## src/rtl/disp_pkg.sv

```systemverilog
// Shared seven-segment definitions: the hex-to-segment table, the blank pattern
// and the slot state type used by every display driver.
package disp_pkg;

  typedef enum logic {
    BLANK = 1'b0,
    ON    = 1'b1
  } state_t;

  localparam logic [6:0] SEG_BLANK = 7'b0000000;

  // Index 15 comes first; bit6..bit0 = a..g, active-high.
  localparam logic [15:0][6:0] SEG_TABLE = {
    7'h47, 7'h4F, 7'h3D, 7'h4E,  // F E d C
    7'h1F, 7'h77, 7'h7B, 7'h7F,  // b A 9 8
    7'h70, 7'h5F, 7'h5B, 7'h33,  // 7 6 5 4
    7'h79, 7'h6D, 7'h30, 7'h7E   // 3 2 1 0
  };

  function automatic logic [6:0] hex_to_seg(input logic [3:0] nib);
    return SEG_TABLE[nib];
  endfunction

endpackage

```

## src/rtl/module_disp_dec.sv

```systemverilog
// Hex nibble to seven-segment decoder with a forced-blank input.
module module_disp_dec
  import disp_pkg::*;
(
  input  logic [3:0] nib,
  input  logic       blank,
  output logic [6:0] seg
);

  // Segment lookup, overridden to all-off when blanked
  always_comb begin
    if (blank) begin
      seg = SEG_BLANK;
    end else begin
      seg = hex_to_seg(nib);
    end
  end

endmodule

```

## src/rtl/module_disp_scan.sv

```systemverilog
// Multiplexed seven-segment scanner: double-buffered N-digit hex value, per-slot
// dead time, leading-zero blanking and a frame-boundary pulse.
module module_disp_scan
  import disp_pkg::*;
#(
  parameter int N_DIGITS     = 4,
  parameter int REFRESH_DIV  = 27000,
  parameter int BLANK_CYCLES = 2
) (
  input  logic                  clk,
  input  logic                  rst_n,
  input  logic [4*N_DIGITS-1:0] data,
  input  logic                  load,
  input  logic                  lzb,
  output logic [6:0]            seg,
  output logic [N_DIGITS-1:0]   an,
  output logic                  frame_done
);

  localparam int CW = (REFRESH_DIV > 1) ? $clog2(REFRESH_DIV) : 1;
  localparam int IW = (N_DIGITS > 1) ? $clog2(N_DIGITS) : 1;
  localparam int DW = 4 * N_DIGITS;
  localparam logic [CW-1:0] CNT_MAX   = CW'(REFRESH_DIV - 1);
  localparam logic [CW-1:0] CNT_ON    = CW'(BLANK_CYCLES);
  localparam logic [IW-1:0] IDX_MAX   = IW'(N_DIGITS - 1);
  localparam state_t        STATE_RST = (BLANK_CYCLES == 0) ? ON : BLANK;

  generate
    if (N_DIGITS < 1 || N_DIGITS > 8) begin : g_chk_digits
      $error("module_disp_scan: N_DIGITS must be in 1..8");
    end
    if (REFRESH_DIV < 2) begin : g_chk_div
      $error("module_disp_scan: REFRESH_DIV must be at least 2");
    end
    if (BLANK_CYCLES < 0 || BLANK_CYCLES >= REFRESH_DIV) begin : g_chk_blank
      $error("module_disp_scan: BLANK_CYCLES must be below REFRESH_DIV");
    end
  endgenerate

  logic [CW-1:0]       cnt_r, cnt_nxt_s;
  logic [IW-1:0]       idx_r, idx_nxt_s;
  state_t              state_r, state_nxt_s;
  logic [DW-1:0]       staging_r, disp_r;
  logic                pending_r;
  logic                frame_done_s;
  logic [3:0]          nib_s;
  logic                lz_run_s, lz_blank_s, seg_blank_s;
  logic [N_DIGITS-1:0] an_s;

  assign frame_done_s = (idx_r == IDX_MAX) && (cnt_r == CNT_MAX);

  // Slot counter, digit index and state for the following cycle
  always_comb begin
    cnt_nxt_s   = cnt_r;
    idx_nxt_s   = idx_r;
    state_nxt_s = state_r;
    if (cnt_r == CNT_MAX) begin
      cnt_nxt_s = '0;
      if (idx_r == IDX_MAX) begin
        idx_nxt_s = '0;
      end else begin
        idx_nxt_s = idx_r + IW'(1);
      end
    end else begin
      cnt_nxt_s = cnt_r + CW'(1);
    end
    if ((BLANK_CYCLES != 0) && (cnt_nxt_s < CNT_ON)) begin
      state_nxt_s = BLANK;
    end else begin
      state_nxt_s = ON;
    end
  end

  // Slot FSM state register
  always_ff @(posedge clk or negedge rst_n) begin
    if (!rst_n) begin
      cnt_r   <= '0;
      idx_r   <= '0;
      state_r <= STATE_RST;
    end else begin
      cnt_r   <= cnt_nxt_s;
      idx_r   <= idx_nxt_s;
      state_r <= state_nxt_s;
    end
  end

  // Staging register and frame-aligned transfer into the displayed value
  always_ff @(posedge clk or negedge rst_n) begin
    if (!rst_n) begin
      staging_r <= '0;
      pending_r <= 1'b0;
      disp_r    <= '0;
    end else begin
      if (load) begin
        staging_r <= data;
        pending_r <= 1'b1;
      end else if (frame_done_s) begin
        pending_r <= 1'b0;
      end
      if (frame_done_s && pending_r) begin
        disp_r <= staging_r;
      end
    end
  end

  // Digit select, anode drive and leading-zero run scanned from the top digit down
  always_comb begin
    an_s       = '1;
    nib_s      = 4'h0;
    lz_run_s   = 1'b1;
    lz_blank_s = 1'b0;
    for (int k = N_DIGITS - 1; k >= 0; k--) begin
      lz_run_s = lz_run_s & (disp_r[4*k +: 4] == 4'h0);
      if (idx_r == IW'(k)) begin
        nib_s      = disp_r[4*k +: 4];
        lz_blank_s = lzb & lz_run_s & (k != 0);
        an_s[k]    = (state_r != ON);
      end else begin
        an_s[k] = 1'b1;
      end
    end
  end

  assign seg_blank_s = (state_r != ON) | lz_blank_s;
  assign an          = an_s;
  assign frame_done  = frame_done_s;

  module_disp_dec u_dec (
    .nib   (nib_s),
    .blank (seg_blank_s),
    .seg   (seg)
  );

endmodule

```

## config.mk

```make
export PLATFORM = sky130hd
export DESIGN_NAME = module_disp_scan
export DESIGN_NICKNAME = d
export VERILOG_FILES = /design/src/rtl/disp_pkg.sv /design/src/rtl/module_disp_dec.sv /design/src/rtl/module_disp_scan.sv
export SDC_FILE = /design/constraint.sdc
export NUM_CORES = 1
export LEC_CHECK = 0
export BUFFER_PORTS_ARGS = -buffer_cell sky130_fd_sc_hd__buf_4
export CAP_MARGIN = 20
export CORE_ASPECT_RATIO = 0.8
export CORE_MARGIN = 1.5
export CORE_UTILIZATION = 30
export CTS_CLUSTER_SIZE = 30
export DETAILED_ROUTE_END_ITERATION = 6
export HOLD_SLACK_MARGIN = 0.05
export PLACE_DENSITY = 0.57
export SLEW_MARGIN = 30
export SYNTH_ARGS = -nofsm -noshare
export SYNTH_HDL_FRONTEND = slang
export SYNTH_SLANG_ARGS = --single-unit
```

## constraint.sdc

```tcl
create_clock -name clk -period 2.95 [get_ports clk]
set_input_delay 0.295 -clock clk [delete_from_list [all_inputs] [get_ports clk]]
set_output_delay 0.295 -clock clk [all_outputs]
set_load 0.05 [all_outputs]
```

Yosys cells after proc, flatten, opt, wreduce, memory -nomap -nowiden. Memories as Yosys holds them, arrays and structs flattened. Index checks and enable logic that the tools add are counted. Widths: inputs -> output; s select.

Add/sub/neg operators: 2. Magnitude comparators: 2. Equal/unequal tests: 4. Muxes and demuxes: 19. Bitwise gates (word level): 7. Reductions and logical operators: 7.

Operator list (number): $mux 4 (4); $add 15x1->15 const B (1); $eq 15x15->1 const B (1); $lt 15x2->1 const B (1); $mux 15 (1); $mux 7 (2); $logic_not 4->1 (3); $mux 1 (11); $and 1x1->1 (5); $lt 4x5->1 const B (1); $eq 2x2->1 const B (2); $add 2x1->2 const B (1); $eq 2x1->1 const B (1); $logic_and 1x1->1 (2); $logic_not 2->1 (1); $mux 2 (1); $reduce_bool 2->1 (1); $not 1->1 (1); $or 1x1->1 (1).

Register bits: 51. Memory bits (read-only): 112. Input bits: 20. Word-level logic and storage cells: 48. Memories kept: 1.

Memories: (no name shown) (depth 16, bits a word 7, rd ports 1, clocked after memory_dff 0, write ports 0, RTL line disp_pkg.sv:21) `return SEG_TABLE[nib];`.

Longest topological paths before layout. Gate-level depths: netlist (run 1).

Word-level depth: 8. Depth in mapped cells: 12.

By module. From an unflattened synthesis (run 1), not the netlist that was laid out.

Cells, all modules: 263. Area, all modules: 2834.0 µm².

By module, submodules not included: module_disp_scan (instances 1, cells an instance 227, area an instance 2566.2 µm², seq. area each 1276.2 µm²); module_disp_dec (instances 1, cells an instance 36, area an instance 267.8 µm², seq. area each 0.0 µm²).

Worst setup path after synthesis (run 1). No wires, ideal clock.

Kind: register to output. Start point: register idx_r[0]. End point: output port seg[0]. Arrival time: 3.341 ns. Data required time: 2.655 ns. Path slack: -0.686 ns. Cell stages (with the launch flop): 12. Path through: dfrtp_1 > inv_1 > ha_1 > clkbuf_1 > a21oi_1 > o21ai_0 > a22oi_1 > inv_1 > ha_1 > o21ai_0 > a21bo_2 > a221oi_1.

Cells in the longest elaborated chain, start to end: 8. Elaborated cells between the ends (all ways): 16. Those cells by class: 3 x eq/ne; 10 x mux; 1 x bitwise; 1 x reduce/logical; 1 x memory.

Ends and longest elaborated chain: from (decl) (RTL line module_disp_scan.sv:41) `logic [IW-1:0] idx_r, idx_nxt_s;`; from (signal assigned) (RTL line module_disp_scan.sv:82) `idx_r <= idx_nxt_s;`; $eq 2x2->1 (RTL line module_disp_scan.sv:114) `if (idx_r == IW'(k)) begin`; $mux 4 (4 in a row) (RTL line module_disp_scan.sv:114); $mem_v2 16x7; $mux 7 (not written as such) (RTL line disp_pkg.sv:21); $mux 7 (*) (RTL line module_disp_dec.sv:12) `if (blank) begin`; to (decl) (RTL line module_disp_scan.sv:15) `output logic [6:0] seg,`.

Mark *: on every way between the ends. The rest lies on a longest branch, timed or not. The select of a mux whose other input is x is not followed.

Final worst setup path (run 1).
Start point: register idx_r[1]. End point: output port seg[0].

Same word-level chain as after synthesis.

==> run metrics, run 1 <==
most frequent cells in the layout=dfrtp_1 (50), buf_4 (44), mux2_2 (23); io pins=32; power per cell area=378 nW/um^2; Synth Warn #=0; Hold Fails Final Rpt=0; hold_buf cts=0; Rows=31; HPWL after detailed placement=4300 um; Worst Reg-to-Reg Cells=5; crit path from=idx_r[1]$_DFFE_PN0N_; Detail Route Antenna Nets=0; Synth Cell Area=2820 sq um; clock period minus worst slack=2.90 ns; reg2reg start=cnt_r[3]$_DFF_PN0_; cts bufs inserted=5; Mapped Cells=255; GPL Wtd Cong=0.895; Setup CP Type=flop to output pin; Detailed Route WL=6280 um; Root Buffer=clkbuf_16; Via Count=2,083; total of max-cap violations=0; DP Area=3200 sq um; Hold Slack=0.0308 ns; FMAX=0.345 GHz; wire per inst=15.2 um; first-pass GRT wire length=9870 um; Synth Area in Adders=5.33%; input/output buffers=31; slowest cell on the critical path=dfrtp_2; Seq/Total Area, Yosys=45.3%; Max Slew Vio Count=0; Die H=89.7 um; WP data arrival=2.61 ns; DRT Pass-1 Iters=4; Finished Core Util=39.7%; final worst path period share=98.4%; Layout Nets=329; area growth from synthesis to layout=27.9%; largest net degree at the start of global routing=52; Finished Cell Area=3600 sq um; Most used DFF post-synth=dfrtp_1; Fill cells=887; Clock transition at path regs=0.07 ns; Critical Path Max Stage Delay=0.43 ns; synth unique cells=53; Compound-Gate Fraction of Synth Area=10.5%; Max clock buf depth=2; vias in the first global route=1,909; initial core utilization=31.0%; Static Leak=0.00159 uW; Setup Skew=0.00650 ns; number of DRC markers in iteration 0=145; Core Area=9080 sq um; drc violations=0; initial antenna violation count=0; crit-path max FO=7; Critical Path Source Type=flop; CTS tree=done; most common cell after layout, fill and taps aside=dfrtp_1; die footprint=9980 sq um; GRT Total Usage=12.6%; Synth Register Bits=51; via/cell ratio=5.04; Post-synth ARST share=100%; Worst R2R End=state_r$_DFF_PN0_; CTS sink cnt=51; r2r setup slk=0.68 ns; die width=111 um; CP endpoint kind=output pin; most frequent CP cell=buf_4; Synth Area in Simple Gates=14.6%; Avg Inst Size Synth=11.0 sq um; share of layout cells above drive strength 1=40.9%; diode count=0; Setup Viol. Count Final=0; largest family of logic cells by synthesized area=multiplexers; Data required, critical path=2.65 ns; Clk Latency, worst-skew pair=0.29 ns; H-tree Lvls=2; buffers and inverters on the worst path=3; status=finished clean; gr ovfl total=0; CP cell instances=buf_4, ha_4, buf_4, nand3b_1, a211oi_4, nor2_4, a21bo_4, a221oi_4, buf_6; RSZ-0062 raised after global routing=yes; HP Class=input pin to asynchronous set/reset pin; Worst Tran Pin Value=0.642 ns; Max VDD drop=0.215 mV; max_slew headroom=57.2%; xor/xnor share of the synthesized area=4.35%; mux contribution to synthesized area=15.6%; syn_nets=287; cell class contributing the biggest share of worst-path delay=compound AO/OA/AOI/OAI gates; Post-synth EDFFs=0
## logic make-up (layout without fill, tap and decap cells)
kind of cell    Yosys count  in the layout
simple gates             73             73
flops                    51             51
compound gates           41             41
mux                      36             36
buf+inv                  28             71
xor+xnor                 14             14
fa+ha+maj                12             12
## how the worst max path moves through the flow
stage	endpoint	slack, ns	depth (start not counted)
after global routing	seg[0]	-0.06	11
after floorplan	seg[0]	-0.23	11
after CTS	seg[0]	0.01	11
final	seg[0]	0.05	9
after global placement	seg[0]	0.28	11
after detailed placement	seg[2]	0.19	8
## Yosys cell counts, drive strengths merged, types with 2 or more instances
cell type	number	area (sq um)
a22oi	2	15.0
or2	2	12.5
inv	16	60.1
nor3	5	25.0
nor2	18	67.6
nor2b	2	12.5
mux2i	3	30.0
buf	5	33.8
a211oi	3	22.5
o21ai	6	30.0
a21oi	9	45.0
nand4	5	31.3
xnor2	8	70.1
mux2	33	409
a311oi	2	17.5
dfrtp	51	1280
xor2	6	52.6
nand2	18	77.6
ha	12	150
nor4	7	65.1
nand3	5	30.0
a221oi	6	52.6
clkbuf	7	26.3
or4	3	26.3
nand3b	2	15.0
o21ba	2	20.0
## flip-flops by register name, summed over array words and instances (netlist names)
register   flops
pending_r      1
state_r        1
idx_r          2
disp_r        16
staging_r     16
cnt_r         15
## per-layer routing
layer / track usage (%) / up-vias / wire (um)
met5: 0 / - / 0
li1: - / 998 / -
met3: 2.08 / 6 / 220
met4: 5.52 / 0 / 99
met1: 17.9 / 1028 / 3070
met2: 19.1 / 51 / 2880
## layout make-up
type                            instances  area, sq um  area share, %
Multi-Input combinational cell        176         1610           44.7
Sequential cell                        51         1280           35.5
Timing Repair Buffer                   47          364           10.1
Tap cell                              115          144           3.99
Clock buffer                            5          125           3.47
Inverter                               16         60.1           1.67
Clock inverter                          3         20.0          0.556
## per-stage QoR
stage	setup slack [ns]	total power (uW)	instances	setup TNS [ns]
finish	0.0480	1360	413	0
global route	-0.0615	1420	413	-0.112
CTS	0.0140	1380	402	0
detailed placement	0.190	811	392	0
global placement	0.281	808	392	0
floorplan	-0.229	769	255	-0.363
## where the power goes
part | internal [uW] | total (uW) | leakage (uW) | switching [uW]
Sequential | 721 | 733 | 0.000650 | 12.2
Clock | 313 | 568 | 0.0000658 | 255
Combinational | 35.9 | 61.8 | 0.000877 | 25.9
## timing repair
action                                  in CTS  in global routing
gates resized for setup                     10                 26
endpoints found under the setup margin       6                  5
buffers inserted                             2                 11
pin swaps                                    1                  9
Power figures use the tool's default switching activity.
==> run 2: changes to the inputs <==
--- a/config.mk
+++ b/config.mk
@@ -5,15 +5,15 @@
 export SDC_FILE = /design/constraint.sdc
 export NUM_CORES = 1
 export LEC_CHECK = 0
-export BUFFER_PORTS_ARGS = -buffer_cell sky130_fd_sc_hd__buf_4
 export CAP_MARGIN = 20
 export CORE_ASPECT_RATIO = 0.8
 export CORE_MARGIN = 1.5
 export CORE_UTILIZATION = 30
 export CTS_CLUSTER_SIZE = 30
 export DETAILED_ROUTE_END_ITERATION = 6
+export DONT_BUFFER_PORTS = 1
 export HOLD_SLACK_MARGIN = 0.05
-export PLACE_DENSITY = 0.57
+export PLACE_DENSITY = 0.54
 export SLEW_MARGIN = 30
 export SYNTH_ARGS = -nofsm -noshare
 export SYNTH_HDL_FRONTEND = slang
==> run metrics, run 2 (synthesized netlist as in run 1, its figures left out) <==
status=finished clean; CP endpoint kind=output pin; CP cell instances=buf_6, ha_4, buf_6, o21ai_1, a22oi_2, buf_4, ha_1, a2111o_1, o31ai_1, o21ba_4; most common cell after layout, fill and taps aside=dfrtp_1; GRT Total Usage=11.8% (-0.80 points); vias in the first global route=1,903 (-0.31%); Clk Latency, worst-skew pair=0.28 ns (about the same); worst slack, placed=0.161 ns (-0.0289 ns); Worst Tran Pin Value=0.584 ns (-0.0577 ns); via/cell ratio=5.12 (+1.5%); Critical Path Source Type=flop; Static Leak=0.00149 uW (-6.3%); Clock transition at path regs=0.06 ns (about the same); Hold EP=pending_r$_DFFE_PN0P_; GR Layer Usage met3=2.21% (+0.13 points); met2 GRT Util=17.4% (-1.7 points); initial core utilization=31.0% (unchanged); Max clock buf depth=2 (unchanged); Worst R2R End=state_r$_DFF_PN0_; WP data arrival=2.55 ns (-0.06 ns); DRT Pass-1 Iters=4 (unchanged); biggest registers after layout=disp_r x16, staging_r x16, cnt_r x15; Detail Route Antenna Nets=0 (unchanged); final worst path period share=96.3% (-2.0 points); Setup Skew=0.00442 ns (-0.00209 ns); WHS Path Cells=1; Rows=31 (unchanged); HP Class=input pin to flop; Detailed Route WL=5960 um (-5.0%); die width=111 um (unchanged); wire per inst=15.5 um (+1.9%); slowest cell on the critical path=dfrtp_1; input/output buffers=0 (-100%); Finished Core Util=37.6% (-2.1 points); FMAX=0.352 GHz (+2.1%); met1 Usage GRT=17.2% (-0.65 points); Max Slew Vio Count=0 (unchanged); crit-path max FO=7 (unchanged); total of max-cap violations=0 (unchanged); diode count=0 (unchanged); share of layout cells above drive strength 1=34.1% (-6.9 points); largest net degree at the start of global routing=52 (unchanged); most frequent cells in the layout=dfrtp_1 (50), mux2_2 (23), nand2_1 (16), nor2_1 (16), inv_1 (13); drc violations=0 (unchanged); Data required, critical path=2.65 ns (about the same); max_slew headroom=60.8% (+3.6 points); Layout Nets=301 (-8.5%); Fill cells=879 (-0.90%); CTS tree=done; Multi-input gate area=1570 sq um (-2.3%); Setup CP Type=flop to output pin; layer with the highest usage=met2; die footprint=9980 sq um (unchanged); gr ovfl total=0 (unchanged); first-pass GRT wire length=9510 um (-3.6%); number of DRC markers in iteration 0=82 (-43%); cts bufs inserted=5 (unchanged); Root Buffer=clkbuf_16; Die H=89.7 um (unchanged); io pins=32 (unchanged); area growth from synthesis to layout=21.1%; Core Area=9080 sq um (unchanged); clock period minus worst slack=2.84 ns (-0.0605 ns); Max VDD drop=0.268 mV (+25%); Worst Reg-to-Reg Cells=5 (unchanged); Via Count=1,971 (-5.4%); worst setup margin=0.108 ns (+0.0605 ns); CTS sink cnt=51 (unchanged); r2r setup slk=0.56 ns (-0.12 ns); most frequent CP cell=buf_6; GPL Wtd Cong=0.834 (-6.8%); Setup Viol. Count Final=0 (unchanged); HPWL after detailed placement=4180 um (-2.8%); Critical Path Max Stage Delay=0.42 ns (about the same); H-tree Lvls=2 (unchanged); power per cell area=398 nW/um^2 (+5.3%); initial antenna violation count=0 (unchanged); hold path start=load; FF/Latch Area=1280 sq um (unchanged); reg2reg start=cnt_r[7]$_DFF_PN0_; Hold Fails Final Rpt=0 (unchanged)
run 2: cell count changes in the layout (fill, tap and decap cells not counted), sizes merged:
cell,previous run,this run
buf,47,18
clkinvlp,2,0
clkbuf,5,7
dlygate4sd3,0,1
run 2: metrics by stage:
stage	instances	instance area, sq um	total power, uW	hold slack, ns	setup TNS, ns
floorplan	255	2860	769	-0.000591	-0.363
global placement	368	3040	771	0.000905	0
detailed placement	368	3040	774	0.000710	0
CTS	378	3250	1380	0.0993	0
global route	385	3410	1400	0.0978	-0.0781
finish	385	3410	1360	0.102	0
run 2: worst max-delay path by stage:
stage / from / end / slack (ns) / cells past startpoint
2_1_floorplan: idx_r[0]$_DFFE_PN0N_ / seg[0] / -0.23 / 11
3_3_place_gp: idx_r[0]$_DFFE_PN0N_ / seg[2] / 0.25 / 8
3_5_place_dp: idx_r[0]$_DFFE_PN0N_ / seg[2] / 0.16 / 8
4_1_cts: idx_r[0]$_DFFE_PN0N_ / seg[0] / 0.002 / 11
5_1_grt: idx_r[1]$_DFFE_PN0N_ / seg[0] / -0.05 / 11
6_report: idx_r[1]$_DFFE_PN0N_ / seg[6] / 0.11 / 10
run 2: timing repair:
item | in CTS | in global routing
hold endpoints to repair | 51 | 0
setup buffers | 0 | 7
resized for setup | 6 | 27
setup endpoints to repair | 7 | 7
pin swaps | 0 | 9
hold buffers | 2 | 0
run 2: power by group:
part / internal (uW) / switching (uW) / leakage (uW)
registers: 721 / 12.1 / 0.000650
logic: 25.4 / 19.2 / 0.000769
clock network: 339 / 241 / 0.0000741
run 2: routing by layer:
metal / part of all wire [%] / up-vias
li1: - / 941
met1: 50 / 984
met2: 45 / 40
met3: 2.9 / 6
met4: 1.5 / 0
met5: 0 / -
run 2: cell type report:
type	count	area share (%)
multi-input cells	176	46.1
clock inverters	1	0.257
flip-flops and latches	51	37.5
inverters	16	1.83
repair buffers	19	5.91
well taps	115	4.22
clock buffers	7	4.18
run 2: critical path, delay by kind of cell, from the launching register on:
kind                       cells  cell delay, ns
AOI/OAI and AO/OA              5            1.02
adders and majority gates      2            0.41
DFF                            1            0.42
buffers and inverters          3            0.42
==> run 3: changes to the inputs <==
--- a/config.mk
+++ b/config.mk
@@ -13,7 +13,7 @@
 export DETAILED_ROUTE_END_ITERATION = 6
 export DONT_BUFFER_PORTS = 1
 export HOLD_SLACK_MARGIN = 0.05
-export PLACE_DENSITY = 0.54
+export PLACE_DENSITY = 0.52
 export SLEW_MARGIN = 30
 export SYNTH_ARGS = -nofsm -noshare
 export SYNTH_HDL_FRONTEND = slang
==> run metrics, run 3 (synthesized netlist as in run 1, its figures left out) <==
clock share of power=44.7% (+2.0 points); number of DRC markers in iteration 0=101 (+23%); max_slew headroom=63.6% (+2.9 points); met1 Usage GRT=17.4% (+0.11 points); CTS sink cnt=51 (unchanged); Setup CP Type=flop to output pin; Sequential Power Share=52.2% (-1.8 points); final worst path period share=98.5% (+2.2 points); CTS tree=done; GR Layer Usage met3=2.62% (+0.40 points); cts bufs inserted=5 (unchanged); FMAX=0.344 GHz (-2.2%); Root Buffer=clkbuf_16; initial antenna violation count=0 (unchanged); share of layout cells above drive strength 1=32.3% (-1.7 points); clock period minus worst slack=2.91 ns (+0.0636 ns); largest net degree at the start of global routing=52 (unchanged); gr ovfl total=0 (unchanged); DRT Pass-1 Iters=4 (unchanged); initial core utilization=31.0% (unchanged); input/output buffers=0 (unchanged); crit-path max FO=11 (+4); power per cell area=418 nW/um^2 (+4.9%); status=finished clean; via/cell ratio=4.89 (-4.4%); diode count=0 (unchanged); die footprint=9980 sq um (unchanged); Hold Fails Final Rpt=0 (unchanged); Setup TNS Final=0 ns (unchanged); Die H=89.7 um (unchanged); Worst Reg-to-Reg Cells=5 (unchanged); io pins=32 (unchanged); most common cell after layout, fill and taps aside=dfrtp_1; Max clock buf depth=2 (unchanged); Setup Viol. Count Final=0 (unchanged); reg2reg start=cnt_r[12]$_DFF_PN0_; Core Area=9080 sq um (unchanged); most frequent cells in the layout=dfrtp_1 (50), mux2_2 (23), nand2_1 (16), nor2_1 (16), inv_1 (13); dpl cells=368 (unchanged); slowest cell on the critical path=dfrtp_1; vias in the first global route=1,794 (-5.7%); drc violations=0 (unchanged); layer with the highest usage=met1; GPL Wtd Cong=0.833 (-0.17%); Max VDD drop=0.271 mV (+0.79%); Setup Skew=0.00606 ns (+0.00165 ns); first-pass GRT wire length=9300 um (-2.2%); Via Count=1,864 (-5.4%); combinational power share=3.1% (-0.2 points); Layout Nets=298 (-1.0%); Critical Path Source Type=flop; Worst R2R End=state_r$_DFF_PN0_; CP cell instances=buf_4, ha_4, a21oi_1, o21ai_0, a22oi_2, buf_4, ha_1, inv_1, a21oi_1, a211oi_2, o21ba_4; r2r setup slk=0.58 ns (+0.02 ns); CP endpoint kind=output pin; final std cells w/o fill=381 (-1.0%); H-tree Lvls=2 (unchanged); biggest registers after layout=disp_r x16, staging_r x16, cnt_r x15; hold path start=load; Detail Route Antenna Nets=0 (unchanged); Tot Pwr=1400 uW (+3.4%); Clock transition at path regs=0.06 ns (about the same); met2 GRT Util=16.7% (-0.73 points); Int Pwr=1140 uW (+5.1%); Clk Latency, worst-skew pair=0.28 ns (about the same); HPWL after detailed placement=4150 um (-0.52%); Finished Cell Area=3360 sq um (-1.4%); total of max-cap violations=0 (unchanged); area growth from synthesis to layout=19.4%; Static Leak=0.00148 uW (-1.1%); HP Class=input pin to flop; worst setup margin=0.0449 ns (-0.0636 ns); WHS Path Cells=1 (unchanged); Hold EP=pending_r$_DFFE_PN0P_; Rows=31 (unchanged); GRT Total Usage=11.7% (-0.13 points); Sw Ratio=18.7% (-1.3 points); switching power=263 uW (-3.4%); wire per inst=15.0 um (-3.4%); Data required, critical path=2.65 ns (about the same); die width=111 um (unchanged); Worst Tran Pin Value=0.541 ns (-0.0425 ns); RSZ-0062 raised after global routing=yes; Detailed Route WL=5700 um (-4.4%); cell class contributing the biggest share of worst-path delay=compound AO/OA/AOI/OAI gates; worst slack, placed=0.140 ns (-0.0202 ns); Max Slew Vio Count=0 (unchanged); buffers and inverters on the worst path=3 (unchanged); DP Area=3030 sq um (-0.41%); Critical Path Max Stage Delay=0.40 ns (-0.02 ns); WP data arrival=2.61 ns (+0.06 ns)
run 3: repair_timing:
action                     in CTS  in global routing
setup endpoints to repair       6                  7
cloned                          0                  0
hold endpoints to repair       51                  0
resized for setup               7                 16
hold buffers                    2                  0
pin swaps                       1                  3
buffers inserted                0                  4
run 3: worst max path at each step:
stage	depth (start not counted)	start	to
detailed placement	11	idx_r[0]$_DFFE_PN0N_	seg[0]
floorplan	11	idx_r[0]$_DFFE_PN0N_	seg[0]
global placement	11	idx_r[0]$_DFFE_PN0N_	seg[0]
CTS	11	idx_r[0]$_DFFE_PN0N_	seg[0]
global route	11	idx_r[1]$_DFFE_PN0N_	seg[3]
finish	11	idx_r[1]$_DFFE_PN0N_	seg[3]
run 3: power groups by stage:
stage / Combinational [uW] / Clock, uW / Sequential (uW)
2_1_floorplan: 27.7 / 0 / 742
3_3_place_gp: 24.8 / 0 / 746
3_5_place_dp: 26.0 / 0 / 746
4_1_cts: 45.6 / 651 / 733
5_1_grt: 49.9 / 673 / 736
6_report: 43.8 / 628 / 732
run 3: area by class of cell:
cell class | instances | area (sq um)
Clock inverter | 2 | 37.5
Inverter | 16 | 60.1
Multi-Input combinational cell | 176 | 1560
Timing Repair Buffer | 16 | 163
Fill cell | 907 | 5710
Sequential cell | 51 | 1280
Tap cell | 115 | 144
Clock buffer | 5 | 125
run 3: per-layer routing:
layer	vias to the layer above	part of all wire, %
li1	937	-
met1	892	55
met2	33	41
met3	2	3.4
met4	0	0.70
met5	-	0
run 3: worst reg2reg max path, cell delays in order (launching register included):
cell	delay [ns]
dfrtp_1	0.44
or4_4	0.57
nor4_4	0.42
buf_4	0.27
a41oi_1	0.05
or4b_1	0.49
run 3: metrics by stage:
| stage | util (%) | hold slack, ns |
|---|---|---|
| floorplan | - | -0.000591 |
| global placement | 33.4 | 0.000494 |
| detailed placement | 33.4 | 0.000731 |
| CTS | 35.9 | 0.101 |
| global route | 37.0 | 0.101 |
| finish | 37.0 | 0.107 |
